`src/rtl/fitness_pkg.sv`:
```
// ---------------------------------------------------------------------------
// fitness_pkg
//   Shared definitions for the image fitness evaluator:
//   - FSM state encoding (IDLE / ACCUM / DONE)
//   - count_width(): number of bits needed to hold a count from 0 to
//     max_count inclusive. It sizes the popcount and mismatch counters.
// ---------------------------------------------------------------------------
package fitness_pkg;

  localparam logic [1:0] ST_IDLE  = 2'd0;
  localparam logic [1:0] ST_ACCUM = 2'd1;
  localparam logic [1:0] ST_DONE  = 2'd2;

  // Guarded so that a degenerate max_count of 0 still yields a 1-bit field.
  function automatic int count_width(input int max_count);
    if (max_count < 1) begin
      return 1;
    end
    return $clog2(max_count + 1);
  endfunction

endpackage

```
`src/rtl/row_popcount.sv`:
```
// ---------------------------------------------------------------------------
// row_popcount
//   Combinational population count of one image row.
//
// Ports
//   bits   in   Width                 row of pixel-mismatch bits
//   count  out  count_width(Width)    number of set bits in the row
// ---------------------------------------------------------------------------
module row_popcount
  import fitness_pkg::*;
#(
  parameter int Width = 8,
  localparam int CountWidth = count_width(Width)
) (
  input  logic [Width-1:0]      bits,
  output logic [CountWidth-1:0] count
);

  always_comb begin
    count = '0;
    for (int i = 0; i < Width; i++) begin
      count = count + CountWidth'(bits[i]);
    end
  end

endmodule

```
`src/rtl/image_fitness_evaluator.sv`:
```
// ---------------------------------------------------------------------------
// image_fitness_evaluator
//   Computes the Hamming distance between the morphologic processor's
//   result image and the target image. It handles one row per cycle and
//   reports the result as the individual's fitness. It also keeps a record
//   of the best (lowest) fitness and the id of that individual.
//
// Ports
//   clk           in   1              clock, rising edge
//   rst           in   1              synchronous active-low reset
//   start         in   1              request an evaluation (accepted in IDLE)
//   image         in   W*H            result image, row r at [r*W +: W]
//   target        in   W*H            reference image
//   id            in   IdWidth        individual id, captured with start
//   clear_best    in   1              invalidate the best-so-far record
//   busy          out  1              evaluator not idle
//   done          out  1              one-cycle completion pulse
//   fitness       out  FitnessWidth   mismatch count of last evaluation
//   best_valid    out  1              best record holds a result
//   best_fitness  out  FitnessWidth   lowest fitness since reset/clear
//   best_id       out  IdWidth        id belonging to best_fitness
// ---------------------------------------------------------------------------
module image_fitness_evaluator
  import fitness_pkg::*;
#(
  parameter int ImageWidth  = 8,
  parameter int ImageHeight = 8,
  parameter int IdWidth     = 8,
  localparam int FitnessWidth = count_width(ImageWidth * ImageHeight)
) (
  input  logic                              clk,
  input  logic                              rst,
  input  logic                              start,
  input  logic [ImageWidth*ImageHeight-1:0] image,
  input  logic [ImageWidth*ImageHeight-1:0] target,
  input  logic [IdWidth-1:0]                id,
  input  logic                              clear_best,
  output logic                              busy,
  output logic                              done,
  output logic [FitnessWidth-1:0]           fitness,
  output logic                              best_valid,
  output logic [FitnessWidth-1:0]           best_fitness,
  output logic [IdWidth-1:0]                best_id
);

  localparam int PixelCount    = ImageWidth * ImageHeight;
  // row_idx must reach ImageHeight itself, so it is sized for 0..ImageHeight.
  localparam int RowIdxWidth   = count_width(ImageHeight);
  localparam int RowCountWidth = count_width(ImageWidth);

  logic [1:0]               state;
  logic [PixelCount-1:0]    diff;
  logic [RowIdxWidth-1:0]   row_idx;
  logic [FitnessWidth-1:0]  acc;
  logic [IdWidth-1:0]       id_reg;
  logic [RowCountWidth-1:0] row_count;
  logic                     rows_done;
  logic                     enter_done;

  // diff is shifted down one row per add, so the row being counted is
  // always diff[ImageWidth-1:0]. This avoids a wide variable-index mux.
  row_popcount #(
    .Width(ImageWidth)
  ) u_row_popcount (
    .bits (diff[ImageWidth-1:0]),
    .count(row_count)
  );

  // All rows have been added once row_idx reaches ImageHeight. The extra
  // ACCUM cycle spent on this check also gives the register timing for
  // fitness/best.
  assign rows_done  = (row_idx == RowIdxWidth'(ImageHeight));
  assign enter_done = (state == ST_ACCUM) && rows_done;
  assign busy       = (state != ST_IDLE);

  // Evaluation FSM and accumulator datapath.
  always_ff @(posedge clk) begin
    if (!rst) begin
      state   <= ST_IDLE;
      diff    <= '0;
      row_idx <= '0;
      acc     <= '0;
      id_reg  <= '0;
      done    <= 1'b0;
      fitness <= '0;
    end else begin
      done <= 1'b0;
      case (state)
        ST_IDLE: begin
          if (start) begin
            state   <= ST_ACCUM;
            diff    <= image ^ target;
            id_reg  <= id;
            row_idx <= '0;
            acc     <= '0;
          end
        end
        ST_ACCUM: begin
          if (rows_done) begin
            state   <= ST_DONE;
            done    <= 1'b1;
            fitness <= acc;
          end else begin
            acc     <= acc + FitnessWidth'(row_count);
            diff    <= diff >> ImageWidth;
            row_idx <= row_idx + RowIdxWidth'(1);
          end
        end
        ST_DONE: begin
          state <= ST_IDLE;
        end
        default: begin
          state <= ST_IDLE;
        end
      endcase
    end
  end

  // Best-so-far tracker. A clear on the completing edge wipes the old
  // record first, so the completing result always takes over. Otherwise
  // only a strictly lower count replaces the record, which keeps the
  // earlier id on ties.
  always_ff @(posedge clk) begin
    if (!rst) begin
      best_valid   <= 1'b0;
      best_fitness <= '1;
      best_id      <= '0;
    end else if (enter_done && (clear_best || !best_valid || (acc < best_fitness))) begin
      best_valid   <= 1'b1;
      best_fitness <= acc;
      best_id      <= id_reg;
    end else if (clear_best) begin
      best_valid   <= 1'b0;
      best_fitness <= '1;
    end
  end

endmodule
```
`config.mk`:
```
export PLATFORM = sky130hd
export DESIGN_NAME = image_fitness_evaluator
export DESIGN_NICKNAME = d
export VERILOG_FILES = /design/src/rtl/fitness_pkg.sv /design/src/rtl/row_popcount.sv /design/src/rtl/image_fitness_evaluator.sv
export SDC_FILE = /design/constraint.sdc
export NUM_CORES = 1
export LEC_CHECK = 0
export CORE_MARGIN = 1.5
export CORE_UTILIZATION = 63
export CTS_CLUSTER_SIZE = 16
export DETAILED_ROUTE_END_ITERATION = 16
export DONT_BUFFER_PORTS = 1
export PLACE_DENSITY = 0.84
export SLEW_MARGIN = 25
export SYNTH_ARGS = -nofsm -noshare
export SYNTH_HDL_FRONTEND = slang
export SYNTH_SLANG_ARGS = --single-unit
```
`constraint.sdc`:
```
create_clock -name clk -period 11.2 [get_ports clk]
set_input_delay 1.12 -clock clk [delete_from_list [all_inputs] [get_ports clk]]
set_output_delay 1.12 -clock clk [all_outputs]
set_load 0.03 [all_outputs]
```
# Yosys cells after proc, flatten, opt, wreduce, memory -nomap -nowiden
# Cells that the tools add are included.
word_totals:
  input_bits: 140
  out_inout_bits: 25
  ff_bits: 109
classes:
  n_reduce_logical: 14
  eq_ne: 5
  mux: 17
  bitwise: 1
  addsub: 9
  n_lt_le_gt_ge: 1
ops:
  columns: ["cell", "n"]
  rows:
  - ["$mux W64", 2]
  - ["$pmux W64 S2", 1]
  - ["$xor A64 B64 Y64", 1]
  - ["$mux W7", 4]
  - ["$add A4 B1 Y4", 6]
  - ["$pmux W7 S2", 1]
  - ["$mux W4", 2]
  - ["$pmux W4 S2", 1]
  - ["$reduce_and A2 Y1", 4]
  - ["$add A7 B4 Y7", 1]
  - ["$lt A7 B7 Y1", 1]
  - ["$ne A2 B2 Y1 const B", 3]
  - ["$reduce_bool A2 Y1", 3]
  - ["$add A4 B1 Y4 const B", 1]
  - ["$eq A4 B4 Y1 const B", 1]
  - ["$mux W2", 2]
  - ["$pmux W2 S2", 1]
  - ["$mux W1", 3]
  - ["$reduce_and A3 Y1", 1]
  - ["$add A1 B1 Y2", 1]
  - ["$eq A2 B1 Y1 const B", 1]
  - ["$logic_and A1 B1 Y1", 2]
  - ["$logic_not A2 Y1", 1]
  - ["$logic_or A1 B1 Y1", 2]
  - ["$logic_not A1 Y1", 1]

# Logic depth before layout (Yosys ltp)
# Gate-level depths: netlist of the first run.
depth:
  ltp_word: 10
  mapped_depth: 14
  depth_no_buf: 14

# By module
# A second synthesis of the first run with hierarchy kept.
unflattened:
  cells_unflattened: 640
  hier_area_um2: 5617.9
modules_own_cells:
  columns: ["mod", "area_per_inst_um2", "cells_each", "instances"]
  rows:
  - ["image_fitness_evaluator", 5427.7, 616, 1]
  - ["row_popcount", 190.2, 24, 1]

# Worst setup path after synthesis of the first run
# Ideal clock, no wire load.
synth_path:
  path_kind: "register to register"
  from: "register diff[0]"
  to: "register acc[6]"
  period_less_slack_ns: 3.590
  setup_ns: 0.117
  arrival_ns: 3.473
  slack_ns: 7.610
  stages_incl_launch_ff: 14
  path_cell_list: "dfxtp_1 -> ha_1 -> inv_1 -> fa_1 -> fa_1 -> fa_1 -> fa_1 -> inv_1 -> fa_1 -> a21o_1 -> a21oi_1 -> nor3_2 -> xnor2_1 -> nor2_1"
synth_via:
  elab_chain_len: 10
synth_rtl:
  columns: ["item", "line_no", "text"]
  rows:
  - ["start: declaration", "image_fitness_evaluator.sv:52", "logic [PixelCount-1:0] diff;"]
  - ["start signal: assignment", "image_fitness_evaluator.sv:92", "diff <= image ^ target;"]
  - ["start signal: assignment", "image_fitness_evaluator.sv:105", "diff <= diff >> ImageWidth;"]
  - ["$add A1 B1 Y2", "row_popcount.sv:22", "count = count + CountWidth'(bits[i]);"]
  - ["$add A4 B1 Y4 (6 in a row)", "row_popcount.sv:22", null]
  - ["$add A7 B4 Y7", "image_fitness_evaluator.sv:104", "acc <= acc + FitnessWidth'(row_count);"]
  - ["$mux W7", "image_fitness_evaluator.sv:99", "if (rows_done) begin"]
  - ["$pmux W7 S2", "image_fitness_evaluator.sv:88", "case (state)"]
  - ["end signal: assignment", "image_fitness_evaluator.sv:104", null]
  - ["end: declaration", "image_fitness_evaluator.sv:54", "logic [FitnessWidth-1:0] acc;"]
# No other way between the ends. The select of a mux whose other input is x is not followed.
# A chain may end at the register's enable or synchronous reset.

# Worst setup path in the final report of the first run
# Same ends and word-level chain as after synthesis.

==> results of run 1 <==
[how the worst max path moves through the flow]
stage / startpoint / to / slack (ns) / cells past startpoint
detailed placement: diff[0] / acc[6] / 7.39 / 13
finish: diff[0] / acc[6] / 7.38 / 13
CTS: diff[1] / acc[6] / 7.38 / 13
global placement: diff[0] / acc[6] / 7.51 / 13
floorplan: diff[0] / acc[6] / 7.61 / 13
global route: diff[1] / acc[6] / 7.23 / 13
[final cells by class]
class	instances	area, um^2
flip-flops and latches	109	2180
repair buffers	2	15.0
clock buffers	10	138
inverters	20	75.1
multi-input cells	479	3230
fillers	737	2940
clock inverters	6	45.0
well taps	108	135
[metal layers]
layer	track usage	up-vias
met4	0.0748	0
li1	-	2134
met2	0.426	119
met1	0.289	2052
met5	0	-
met3	0.0372	10
[stage by stage]
| stage | total power, mW | utilization | area (um^2) | hold WS (ns) |
|---|---|---|---|---|
| after floorplan | 0.557 | - | 5710 | 0.431 |
| after global placement | 0.569 | 0.643 | 5640 | 0.439 |
| after detailed placement | 0.575 | 0.643 | 5640 | 0.444 |
| after CTS | 0.797 | 0.664 | 5820 | 0.456 |
| after global routing | 0.833 | 0.664 | 5820 | 0.475 |
| final | 0.792 | 0.664 | 5820 | 0.454 |
[cell usage in the layout (no fill, tap or decap), types with 2 or more instances in the layout]
cell	netlist	layout
a211oi_1	2	2
a21boi_0	41	41
a21boi_1	24	24
a21o_1	4	4
a21oi_1	3	3
a21oi_4	2	2
a221oi_1	10	10
a22oi_1	8	8
and2_1	3	3
and3_1	2	2
buf_4	8	2
clkbuf_8	0	10
clkinv_2	0	2
dfxtp_1	109	109
fa_1	5	5
ha_1	16	16
inv_1	20	20
inv_6	0	3
mux2i_1	15	15
nand2_1	148	148
nand3_1	5	5
nand4_1	2	2
nor2_1	15	15
nor2_2	2	2
nor2b_1	27	27
nor3b_1	7	7
o211ai_1	48	48
o21a_1	2	2
o21ai_0	4	4
or3_1	2	2
xnor2_1	58	58
xor2_1	12	12
[cell families after synthesis]
kind of cell,after synthesis,share of synthesized area
AOI/OAI and AO/OA,150,0.201
buffers and inverters,64,0.0537
adders and majority gates,21,0.0526
and+or+nand+nor,223,0.177
DFF,109,0.382
xor gates and xnor gates,70,0.107
muxes,15,0.0263
[worst register-to-register path, stage by stage, from the launching register on]
cell and delay [ns]:
dfxtp_1 0.33, ha_1 0.27, inv_1 0.04, fa_1 0.50
fa_1 0.43, fa_1 0.42, fa_1 0.50, inv_1 0.06
fa_1 0.42, a21o_1 0.19, a21oi_1 0.23, nor3_2 0.08
xnor2_1 0.17, nor2_1 0.06
[where the power goes]
group / switching, mW / internal (mW)
registers: 0.0174 / 0.414
clock network: 0.137 / 0.0893
logic: 0.0730 / 0.0619
total: 0.227 / 0.565
==> reports/qor.csv, run 1 <==
stage,metric,value,unit
clock_tree,# clock sinks,109,
sta,final worst setup slack,7.38,ns
routing,drt drc,0,
setup_path,critical path arrival,4.07,ns
layout,max reg flops,64,
routing,WL per Instance,15.7,um
synth,syn avg cell area,8.76,um^2
routing,DR vias/cell,5.88,
routing,metal2 WL,6.02,mm
synth,ranking of synthesized cells by area,"dfxtp_1, nand2_1, xnor2_1, o211ai_1, a21boi_0",
placement,Port Buffers,0,
clock_tree,CTS tree,yes,
layout,Final #Nets,782,
placement,Place WS,7.39,ns
setup_path,crit-path leading delay family,adder cells,
synth,syn nets,813,
power_and_ir_drop,VDD IR-drop max,0.0632,mV
clock_tree,hold_buf cts,0,
clock_tree,post-CTS setup buffer count,0,
setup_path,Worst EP required,11.45,ns
setup_path,Setup Crit Path Kind,reg -> reg,
flow_run,max-cap violations,0,
routing,vias,4315,
synth,Post-synth ARST share,0,
synth,sequential area share after synthesis,0.382,
setup_path,cell depth of the worst flop-to-flop path,13,
die,Die X,98.2,um
die,Core ar.,8760,um^2
setup_path,most used cell along the critical path,fa_1,
routing,initial drt markers,193,
setup_path,CP cell instances,ha_1 -> inv_1 -> fa_1 -> fa_1 -> fa_1 -> fa_1 -> inv_1 -> fa_1 -> a21o_1 -> a21oi_1 -> nor3_2 -> xnor2_1 -> nor2_1,
routing,Routed Antenna Nets,0,
synth,cell area after synthesis,5710,um^2
clock_tree,H-Tree Depth,3,
grt,grt ovf,0,
sta,RSZ-0062 raised after global routing,no,
hold_path,Hold Path Class,reg -> reg,
layout,layout cell share with drive strength beyond 1,0.0447,
setup_path,Crit. End Element,flip-flop,
sta,Fmax,0.262,GHz
synth,Seq cells post-synth,109,
grt,largest net degree at the start of global routing,121,
clock_tree,Root Buffer,clkbuf_8,
setup_path,crit-path max FO,3,
synth,Yosys top cell area share,0.382,
clock_tree,Clock Pin Slew Worst Setup and Hold Paths,0.10,ns
die,Site Rows,34,
clock_tree,post-CTS sizing,0,
die,DIE HEIGHT,98.2,um
hold_path,HP Start,diff[18],
die,die area,9650,um^2
clock_tree,Longest Clk Path Bufs,2,
clock_tree,clk_lat worst skew,0.37,ns
synth,most frequent cell after synthesis,nand2_1,
setup_path,reg2reg start,diff[0],
synth,Yosys warnings,0,
placement,GP Congestion,0.793,
grt,initial antenna violation count,0,
setup_path,r2r setup slk,7.38,ns
layout,Syn-to-layout area delta,1.91,%
run_status,status,"finished, final reports clean",
synth,Post-synth EDFFs,0,
setup_path,"Buf+Inv Stages, Crit Path",2,
layout,ANT cells,0,
hold_path,Worst Hold End,diff[18],
routing,met3 wire len,544,um
sta,Layout Skew,0.0126,ns
synth,"area leader, netlist",dfxtp_1,
sta,Final Max Tran Viols,0,
setup_path,largest stage delay on the critical path,0.50,ns
power_and_ir_drop,Leakage,2.17,nW
clock_tree,total CTS buffers,9,
sta,min cycle time layout,3.82,ns
routing,DRT Wirelength,11.5,mm
grt,number of global-route vias before repair,4171,
sta,crit share post-route,0.341,
hold_path,Hold Path Stages,2,
die,initial core utilization,0.652,
sta,Slew headroom,0.369,
sta,post-route setup TNS,0,ns
synth,ys flop type,dfxtp_1,
sta,Worst-Margin Slew,0.946,ns
sta,"Hold Vio Cnt, Final",0,
synth,Gate Count Post-Synth,652,
setup_path,reg-to-reg critical path endpoint,acc[6],
synth,top post-synthesis cells by count,"nand2_1, dfxtp_1, xnor2_1",
layout,final std cells w/o fill,734,
setup_path,CP Launch Type,flip-flop,
power_and_ir_drop,P per Cell Area,136,nW/um^2
routing,DRT met1 WL,4.84,mm
routing,max layer used,met4,
placement,placed cells,718,
sta,final setup violation count,0,
synth,Yosys cell types,44,
placement,dpl hpwl,8.14,mm
grt,first-pass GRT wire length,18.9,mm
routing,total iterations of the first detailed-routing run,4,
grt,GRT Resource Usage Total,0.236,
setup_path,slowest CP cell,fa_1,
die,io pins,165,
No activity file was read; power rests on OpenSTA's default activity.
==> run 2, diff against run 1 <==
--- a/config.mk
+++ b/config.mk
@@ -6,11 +6,11 @@
 export NUM_CORES = 1
 export LEC_CHECK = 0
 export CORE_MARGIN = 1.5
-export CORE_UTILIZATION = 63
+export CORE_UTILIZATION = 58
 export CTS_CLUSTER_SIZE = 16
 export DETAILED_ROUTE_END_ITERATION = 16
 export DONT_BUFFER_PORTS = 1
-export PLACE_DENSITY = 0.84
+export PLACE_DENSITY = 0.81
 export SLEW_MARGIN = 25
 export SYNTH_ARGS = -nofsm -noshare
 export SYNTH_HDL_FRONTEND = slang
==> constraint.sdc (replaced) <==
create_clock -name clk -period 3.4 [get_ports clk]
set_input_delay 0.34 -clock clk [delete_from_list [all_inputs] [get_ports clk]]
set_output_delay 0.34 -clock clk [all_outputs]
set_load 0.03 [all_outputs]
==> reports/qor.csv, run 2 (synthesized netlist as in run 1, its figures left out) <==
stage,metric,value,unit
run_status,status,"finished, violations left",
run_status,failing checks,negative setup slack,
die,die area,10500,um^2
sta,Slew headroom,0.380,
setup_path,cell depth of the worst flop-to-flop path,13,
grt,largest net degree at the start of global routing,121,
power_and_ir_drop,P per Cell Area,452,nW/um^2
hold_path,Worst Hold End,id_reg[4],
sta,worst hold slack,0.118,ns
routing,vias,4304,
power_and_ir_drop,Sw Share,0.270,
hold_path,Hold Path Stages,2,
hold_path,HP Start,id[4],
sta,Final Max Tran Viols,0,
layout,"commonest non-fill, non-tap cell in the layout",nand2_1,
power_and_ir_drop,Leakage,2.20,nW
grt,GR Util met1,0.293,
power_and_ir_drop,internal power,1.97,mW
clock_tree,Longest Clk Path Bufs,2,
layout,Syn-to-layout area delta,4.62,%
clock_tree,clk_lat worst skew,0.35,ns
placement,dpl hpwl,8.30,mm
grt,number of global-route vias before repair,3919,
die,initial core utilization,0.593,
clock_tree,CTS tree,yes,
clock_tree,total CTS buffers,9,
layout,most frequent cells in the layout,"nand2_1, dfxtp_1, xnor2_1",
sta,Worst-Margin Slew,0.930,ns
power_and_ir_drop,sequential share of power,0.526,
clock_tree,Clock Pin Slew Worst Setup and Hold Paths,0.10,ns
grt,grt peak-use layer,met2,
sta,"Hold Vio Cnt, Final",0,
layout,multi-input combinational cell area,3280,um^2
placement,GP Congestion,0.801,
layout,"Core Util, Final",0.620,
sta,final setup violation count,4,
power_and_ir_drop,Total Power,2.70,mW
setup_path,crit-path max FO,3,
grt,GRT Resource Usage Total,0.226,
placement,Port Buffers,0,
layout,final std cells w/o fill,763,
routing,Routed Antenna Nets,0,
setup_path,r2r setup slk,-0.23,ns
grt,grt ovf,0,
placement,Place WS,-0.229,ns
setup_path,reg2reg start,diff[1],
setup_path,Setup Crit Path Kind,reg -> reg,
setup_path,reg-to-reg critical path endpoint,acc[6],
clock_tree,# clock sinks,109,
die,Site Rows,36,
placement,placed cells,747,
layout,Final #Nets,787,
routing,drt drc,0,
clock_tree,Root Buffer,clkbuf_8,
sta,crit share post-route,1.07,
power_and_ir_drop,VDD IR-drop max,0.227,mV
die,io pins,165,
power_and_ir_drop,Clock Power Share,0.294,
routing,total iterations of the first detailed-routing run,5,
layout,layout cell share with drive strength beyond 1,0.0667,
power_and_ir_drop,Psw,0.730,mW
hold_path,Hold Path Class,in -> reg,
routing,DR vias/cell,5.64,
routing,DRT Wirelength,11.7,mm
routing,initial drt markers,179,
layout,ANT cells,0,
sta,Layout Skew,0.0107,ns
clock_tree,H-Tree Depth,3,
die,Core ar.,9640,um^2
power_and_ir_drop,Comb power frac,0.180,
sta,Fmax,0.276,GHz
setup_path,critical path arrival,3.87,ns
die,DIE HEIGHT,102,um
routing,WL per Instance,15.4,um
die,Die X,102,um
setup_path,Critical Path Source,diff[1],
grt,first-pass GRT wire length,18.6,mm
layout,Storage cell area,2180,um^2
setup_path,Worst EP required,3.65,ns
grt,initial antenna violation count,0,
layout,max reg flops,64,
sta,min cycle time layout,3.63,ns
sta,final worst setup slack,-0.226,ns
grt,GRT met3 Usage,0.0390,
layout,Fillers,890,
sta,RSZ-0062 raised after global routing,yes,
setup_path,CP Launch Type,flip-flop,
setup_path,Crit. End Element,flip-flop,
clock_tree,hold_buf cts,0,
grt,grt met2 use,0.385,
flow_run,max-cap violations,0,
## run 2: power by group through the flow
stage	Combinational (mW)	Clock (mW)	Sequential [mW]
after floorplan	0.419	0	1.43
after global placement	0.449	0	1.44
after detailed placement	0.482	0	1.45
after CTS	0.489	0.806	1.42
after global routing	0.548	0.877	1.43
final	0.486	0.794	1.42
## run 2: metrics by stage
stage                     TNS, ns  area, um^2
after floorplan           -0.0400        5740
after CTS                  -0.681        5970
after global routing        -1.42        5980
final                      -0.764        5980
after global placement     -0.294        5720
after detailed placement   -0.753        5750
## run 2: cell type report
| class | count | share of cell area |
|---|---|---|
| clock buffer | 12 | 0.0260 |
| tap | 133 | 0.0278 |
| clock inverter | 3 | 0.00754 |
| multi-input combinational | 479 | 0.548 |
| sequential | 109 | 0.366 |
| inverter | 20 | 0.0126 |
| timing repair buffer | 7 | 0.0121 |
## run 2: critical path, stage by stage (launching register included)
cell     delay (ns)
dfxtp_2        0.35
ha_4           0.26
inv_2          0.03
fa_1           0.51
fa_1           0.43
fa_2           0.37
fa_1           0.50
inv_2          0.06
fa_2           0.37
a21o_1         0.20
a21oi_2        0.18
nor3_2         0.07
xnor2_1        0.13
nor2_1         0.05
## run 2: worst max-delay path by stage
stage | end | slack (ns) | cells after the start
after floorplan | acc[6] | -0.04 | 13
after global placement | acc[6] | -0.16 | 13
after detailed placement | acc[6] | -0.23 | 13
after CTS | acc[6] | -0.22 | 13
after global routing | acc[6] | -0.37 | 13
final | acc[6] | -0.23 | 13
## run 2: per-layer routing
layer | share of wire | vias up | wire length (um)
met3 | 0.042 | 15 | 492
met2 | 0.51 | 115 | 5970
met5 | 0 | - | 0
met1 | 0.43 | 2031 | 5070
li1 | - | 2143 | -
met4 | 0.016 | 0 | 192
## run 2: repair_timing
action | in CTS | in global routing
hold endpoints to repair | 0 | 0
gates resized for setup | 4 | 3
pin swaps | 1 | 0
endpoints found under the setup margin | 5 | 6
buffers inserted | 1 | 0
